### src/rtl/point_generator_multi.sv
// Keeps NUM_POINTS food points live on the map, drawn from a seedable LFSR.
// Optional remote-player view via GENPT_MIRROR_EN (adds the mirror input).
module point_generator_multi #(
   parameter int          MAP_W      = 32,
   parameter int          MAP_H      = 24,
   parameter int          NUM_POINTS = 2,
   parameter logic [15:0] LFSR_TAPS  = 16'hB400,
   parameter int          MAX_TRIES  = 8,
   localparam int         CW = $clog2((MAP_W > MAP_H) ? MAP_W : MAP_H)
) (
   input  logic                     clk_75,
   input  logic                     rst_n,
   input  logic                     game_active,
   input  logic                     seed_load,
   input  logic [15:0]              seed_in,
   input  logic [NUM_POINTS-1:0]    consume,
   output logic [CW-1:0]            query_x,
   output logic [CW-1:0]            query_y,
   input  logic                     query_occ,
   output logic [NUM_POINTS*CW-1:0] point_x,
   output logic [NUM_POINTS*CW-1:0] point_y,
   output logic [NUM_POINTS-1:0]    point_valid,
   output logic                     busy,
`ifdef GENPT_MIRROR_EN
   input  logic                     mirror,
`endif
   output logic                     place_fail
);

   localparam int IW = (NUM_POINTS > 1) ? $clog2(NUM_POINTS) : 1;
   localparam int TW = $clog2(MAX_TRIES + 1);
   localparam logic [7:0] WM = 8'(MAP_W - 2);
   localparam logic [7:0] HM = 8'(MAP_H - 2);

   typedef enum logic [1:0] {
      S_IDLE,
      S_DRAW,
      S_QUERY,
      S_COMMIT
   } state_t;

   state_t                  state_q, state_d;
   logic [15:0]             lfsr_q, lfsr_d;
   logic [CW-1:0]           cx_q, cx_d;
   logic [CW-1:0]           cy_q, cy_d;
   logic [IW-1:0]           idx_q, idx_d;
   logic [TW-1:0]           tries_q, tries_d;
   logic [NUM_POINTS-1:0]   pend_q, pend_d;
   logic [NUM_POINTS-1:0]   vld_q, vld_d;
   logic [NUM_POINTS*CW-1:0] px_q, px_d;
   logic [NUM_POINTS*CW-1:0] py_q, py_d;
   logic                    fail_q, fail_d;
   logic                    ga_q;

   logic [IW-1:0]           low_idx;
   logic                    hit;
   logic                    rise;
   logic                    fall;
   logic                    step_en;
   logic [NUM_POINTS-1:0]   eat;

   assign rise = game_active & ~ga_q;
   assign fall = ~game_active & ga_q;
   assign eat  = consume & vld_q;

   // Lowest pending index and collision with another live point
   always_comb begin
      low_idx = '0;
      hit     = 1'b0;
      for (int i = NUM_POINTS - 1; i >= 0; i--) begin
         if (pend_q[i]) low_idx = IW'(i);
      end
      for (int j = 0; j < NUM_POINTS; j++) begin
         if (vld_q[j] && (IW'(j) != idx_q) &&
             (px_q[j*CW +: CW] == cx_q) &&
             (py_q[j*CW +: CW] == cy_q)) hit = 1'b1;
      end
   end

   // Next-state logic: FSM, pending/valid bookkeeping, LFSR
   always_comb begin
      state_d = state_q;
      cx_d    = cx_q;
      cy_d    = cy_q;
      idx_d   = idx_q;
      tries_d = tries_q;
      px_d    = px_q;
      py_d    = py_q;
      fail_d  = 1'b0;
      step_en = 1'b0;
      vld_d   = vld_q & ~eat;
      pend_d  = pend_q | eat;
      if (rise) pend_d = '1;
      unique case (state_q)
         S_IDLE: begin
            if (game_active && (pend_q != '0)) begin
               idx_d   = low_idx;
               state_d = S_DRAW;
            end
         end
         S_DRAW: begin
            step_en = 1'b1;
            cx_d    = CW'((lfsr_q[7:0] % WM) + 8'd1);
            cy_d    = CW'((lfsr_q[15:8] % HM) + 8'd1);
            state_d = S_QUERY;
         end
         S_QUERY: begin
            if (query_occ || hit) begin
               state_d = S_DRAW;
               if (tries_q == TW'(MAX_TRIES - 1)) begin
                  fail_d  = 1'b1;
                  tries_d = '0;
               end else begin
                  tries_d = tries_q + 1'b1;
               end
            end else begin
               state_d = S_COMMIT;
            end
         end
         S_COMMIT: begin
            px_d[idx_q*CW +: CW] = cx_q;
            py_d[idx_q*CW +: CW] = cy_q;
            vld_d[idx_q]  = 1'b1;
            pend_d[idx_q] = 1'b0;
            tries_d = '0;
            state_d = S_IDLE;
         end
         default: state_d = S_IDLE;
      endcase
      if (fall) begin
         vld_d   = '0;
         pend_d  = '0;
         tries_d = '0;
         fail_d  = 1'b0;
         step_en = 1'b0;
         state_d = S_IDLE;
      end
      if (seed_load) begin
         lfsr_d = (seed_in == 16'h0000) ? 16'h0001 : seed_in;
      end else if (step_en) begin
         lfsr_d = lfsr_q[0] ? ((lfsr_q >> 1) ^ LFSR_TAPS) : (lfsr_q >> 1);
      end else begin
         lfsr_d = lfsr_q;
      end
   end

   // State registers with synchronous active-low reset
   always_ff @(posedge clk_75) begin
      if (!rst_n) begin
         state_q <= S_IDLE;
         lfsr_q  <= 16'h0001;
         cx_q    <= '0;
         cy_q    <= '0;
         idx_q   <= '0;
         tries_q <= '0;
         pend_q  <= '0;
         vld_q   <= '0;
         px_q    <= '0;
         py_q    <= '0;
         fail_q  <= 1'b0;
         ga_q    <= 1'b0;
      end else begin
         state_q <= state_d;
         lfsr_q  <= lfsr_d;
         cx_q    <= cx_d;
         cy_q    <= cy_d;
         idx_q   <= idx_d;
         tries_q <= tries_d;
         pend_q  <= pend_d;
         vld_q   <= vld_d;
         px_q    <= px_d;
         py_q    <= py_d;
         fail_q  <= fail_d;
         ga_q    <= game_active;
      end
   end

   assign query_x     = cx_q;
   assign query_y     = cy_q;
   assign point_valid = vld_q;
   assign busy        = (state_q != S_IDLE);
   assign place_fail  = fail_q;

`ifdef GENPT_MIRROR_EN
   // Remote view: flip each coordinate about the map centre
   always_comb begin
      for (int i = 0; i < NUM_POINTS; i++) begin
         point_x[i*CW +: CW] = mirror ?
            CW'(MAP_W - 1) - px_q[i*CW +: CW] : px_q[i*CW +: CW];
         point_y[i*CW +: CW] = mirror ?
            CW'(MAP_H - 1) - py_q[i*CW +: CW] : py_q[i*CW +: CW];
      end
   end
`else
   assign point_x = px_q;
   assign point_y = py_q;
`endif

endmodule

### config.mk
export PLATFORM = sky130hd
export DESIGN_NAME = point_generator_multi
export DESIGN_NICKNAME = d
export VERILOG_FILES = /design/src/rtl/point_generator_multi.sv
export SDC_FILE = /design/constraint.sdc
export NUM_CORES = 1
export LEC_CHECK = 0
export CORE_UTILIZATION = 41
export CTS_BUF_LIST = sky130_fd_sc_hd__clkbuf_4 sky130_fd_sc_hd__clkbuf_8 sky130_fd_sc_hd__clkbuf_16
export DETAILED_ROUTE_END_ITERATION = 7
export PLACE_DENSITY_LB_ADDON = 0.08
export SKIP_LAST_GASP = 1
export SLEW_MARGIN = 30
export SYNTH_ARGS = -nofsm -noshare
export SYNTH_HDL_FRONTEND = slang
export SYNTH_SLANG_ARGS = --single-unit
### constraint.sdc
create_clock -name clk_75 -period 2.5 [get_ports clk_75]
set_clock_uncertainty 0.15 [all_clocks]
set_input_delay 0.375 -clock clk_75 [delete_from_list [all_inputs] [get_ports clk_75]]
set_output_delay 0.375 -clock clk_75 [all_outputs]
set_load 0.02 [all_outputs]
==> results.md <==
* Antenna-violating nets left at 0
* GR Overflow Total at 0
* Hold crit path type: flip-flop to flip-flop
* Multi-input gate area at approximately 0.0025 mm2
* Clock Sinks at 59
* Max-slew headroom at a little under three fifths
* Initial antenna violation count at 0
* H-tree Lvls at 3
* DR WL/cell at approximately 15 um
* Layout cell share with drive strength beyond 1 at 19.39%
* Critical Setup Path Class: flip-flop to flip-flop
* Placement Rows at 34
* Starting Density at between 40% and 50%
* Synth-to-Final Area Change at 36.60%
* Reg-to-reg startpoint: lfsr_q[15]
* Syn_area_per_cell at around 7.7 um2
* Hold slack at 340.0 ps
* FF-to-FF End: query_y[4]
* Min-Delay Path Depth at 2
* Final setup TNS at -357.0 ps
* Netlist cell types at 60
* Via count at ~3.8k
* Post-synthesis cell area at around 0.0038 mm2
* Hpwl dp at ~7.4 mm
* Total track usage at a little over a fifth
* Max FO, Critical Path at 9
* Worst skew pair latency at 340 ps
* Post-synthesis sequential area ratio at a little under a third
* Inserted Diodes at 0
* Fin cells at 696
* Via density at ~5.4
* Ys flop type: dfxtp_1
* # IOs at 57
* Minimum clock period at between 2000 and 3000 ps
* Worst path bufs/invs at 0
* Slew Limit Fails at 0
* Gp weighted congestion at 0.8716
* Failing checks: design-rule violations, negative setup slack
* Final net count at between 600 and 700
* CP max stage cell: or4_1
* CORE AREA at between 0.008 and 0.009 mm2
* Post-synth EDFFs at 0
* Power per cell area at between 400 and 500 mW/mm2
* DP Cell Count at 670
* Share of flip-flops with an asynchronous set or reset at 0%
* Flop2flop setup slack at -300 ps
* Fin crit share at 111.8%
* Max Cap Viol at 0
* Vias in the first global route at approximately 3.5k
* Worst EP arrival at approximately 2900 ps
* Sequential cell area at roughly 0.0012 mm2
* DRC at 3
* TritonCTS buffer count at 9
* Initial DRC Count at roughly 120
* Setup ws final at -295.3 ps
* CTS tree: yes
* Status: finished, violations left
* Crit-path max cell delay at around 480 ps
* Number of fillers in the final layout at 824
* Final wirelength at just over 10 mm
* Worst Reg-to-Reg Cells at 11
* Hold worst-path end: point_y[7]
* Drt pass-1 iters at 6
* Longest Clk Path Bufs at 2
* Port bufs at 56
* Synthesized Nets at 516
* Die area at between 0.009 and 0.01 mm2
* Ys Warns at 0
* Delay-heaviest family, CP: simple AND/OR/NAND/NOR gates
* Die Ht at slightly below 100 um
* Hold wc startpoint: point_y[7]
* Crit path launch type: flip-flop
* CTS clk-pin slew, worst paths at 70 ps
* Peak VDD IR at 0.2526 mV
* Fmax at ~0.36 GHz
* Largest net degree at the start of global routing at 51
* Clk root buf: clkbuf_8
* RSZ-0062 raised after global routing: true
* Setup crit end kind: flip-flop
* LEAKAGE at ~0.0020 uW
* Worst slew pin tran at about 640 ps
* Critical Path RT at ~2600 ps
* First-pass GRT wire length at between 15 and 20 mm
* Seq cells post-synth at slightly below 60
* Die Wd at between 90 and 100 um
* Crit-path cells: or3b_4, a21oi_2, a311oi_1, o2111a_2, o211ai_1, nand2_1, xnor2_1, ha_1, o2111ai_1, or4_1, nand3_1
* Post-Syn Instances at between 400 and 500
* Endpoints failing setup at 2
* Final hold vios at 0
[how the worst max path moves through the flow]
| stage | startpoint | endpoint | depth (start not counted) |
|---|---|---|---|
| floorplan | lfsr_q[13] | query_y[4] | 12 |
| global placement | lfsr_q[15] | query_y[4] | 9 |
| detailed placement | lfsr_q[15] | query_y[4] | 11 |
| CTS | lfsr_q[11] | query_y[4] | 11 |
| global route | lfsr_q[11] | query_y[4] | 11 |
| finish | lfsr_q[15] | query_y[4] | 11 |
[report_power, final]
group	total, uW	internal (uW)	switching, uW
Sequential	1020	971	45.0
Combinational	611	316	295
Clock	896	507	389
[registers in the layout (all words and copies together) (netlist names)]
| signal | flops |
|---|---|
| tries_q | 4 |
| pend_q | 2 |
| query_y | 5 |
| point_valid | 2 |
| idx_q | 1 |
| point_x | 10 |
| point_y | 10 |
| state_q | 2 |
| query_x | 5 |
| lfsr_q | 16 |
| ga_q | 1 |
| place_fail | 1 |
[layout by cell type, fill, tap and decap left out, drive strengths merged, types with 5 or more instances in the layout]
cell	count
a31oi	7
nand3	18
xnor2	12
mux2i	16
a21oi	19
and2	18
nand2	82
nor2	21
o21ai	29
nand3b	6
ha	5
dfxtp	59
inv	10
o211ai	7
nor2b	8
buf	66
nand2b	8
xor2	21
clkdlybuf4s50	56
a21boi	23
nor4	6
clkbuf	11
nor3	10
a211oi	9
[synth_stat cells (all sizes together), types with 9 or more instances]
library cell	count	share of area [%]
nand2	82	8.2
dfxtp	59	31
o21ai	29	3.8
clkbuf	27	2.7
a21boi	23	4.6
nor2	21	2.1
xor2	21	4.9
a21oi	19	2.6
and2	18	3.0
nand3	18	2.4
mux2i	16	4.2
xnor2	12	2.8
buf	10	1.5
inv	10	0.99
nor3	10	1.3
a211oi	9	1.8
[stage by stage]
stage / area, um2 / total power (uW) / utilization, % / worst slack [ps]
floorplan: 3784 / 1362 / - / -240.9
global placement: 4773 / 1595 / 54.21 / -376.2
detailed placement: 4773 / 1597 / 54.21 / -463.5
CTS: 5056 / 2519 / 57.42 / -303.5
global route: 5155 / 2654 / 58.54 / -458.0
finish: 5155 / 2523 / 58.54 / -295.3
[cell families (layout without fill, tap and decap cells)]
| logic type | after synthesis | in the layout | share of synthesized area (%) |
|---|---|---|---|
| mux | 19 | 19 | 5.139 |
| compound gates | 126 | 126 | 23.11 |
| buf+inv | 47 | 147 | 5.172 |
| simple gates | 198 | 198 | 25.70 |
| flops | 59 | 59 | 31.30 |
| fa+ha+maj | 6 | 6 | 1.923 |
| xor+xnor | 33 | 33 | 7.659 |
[worst min-delay path: stages, from the launching register on]
cell	delay, ps
dfxtp_1	330
nand2_1	50
a21boi_0	60
[cell type report]
cell class	instances	area share (%)
Tap cell	108	2.621
Clock inverter	4	0.9709
Multi-Input combinational cell	382	48.06
Inverter	10	0.7282
Timing Repair Buffer	122	21.36
Sequential cell	59	23.33
Clock buffer	11	2.937
[layer usage]
layer / vias up / track usage (%) / wire length (um)
met5: - / 0 / 0
met4: 0 / 6.993 / 140
met3: 16 / 3.293 / 245
met2: 56 / 35.81 / 4857
met1: 1769 / 29.73 / 5098
li1: 1922 / - / -
[repair_timing]
action,CTS,global route
pin swaps,3,8
hold buffers,0,0
resized for setup,7,23
setup endpoints to repair,4,5
gates cloned,0,0
buffers inserted,8,3
No activity file was read; power rests on OpenSTA's default activity.
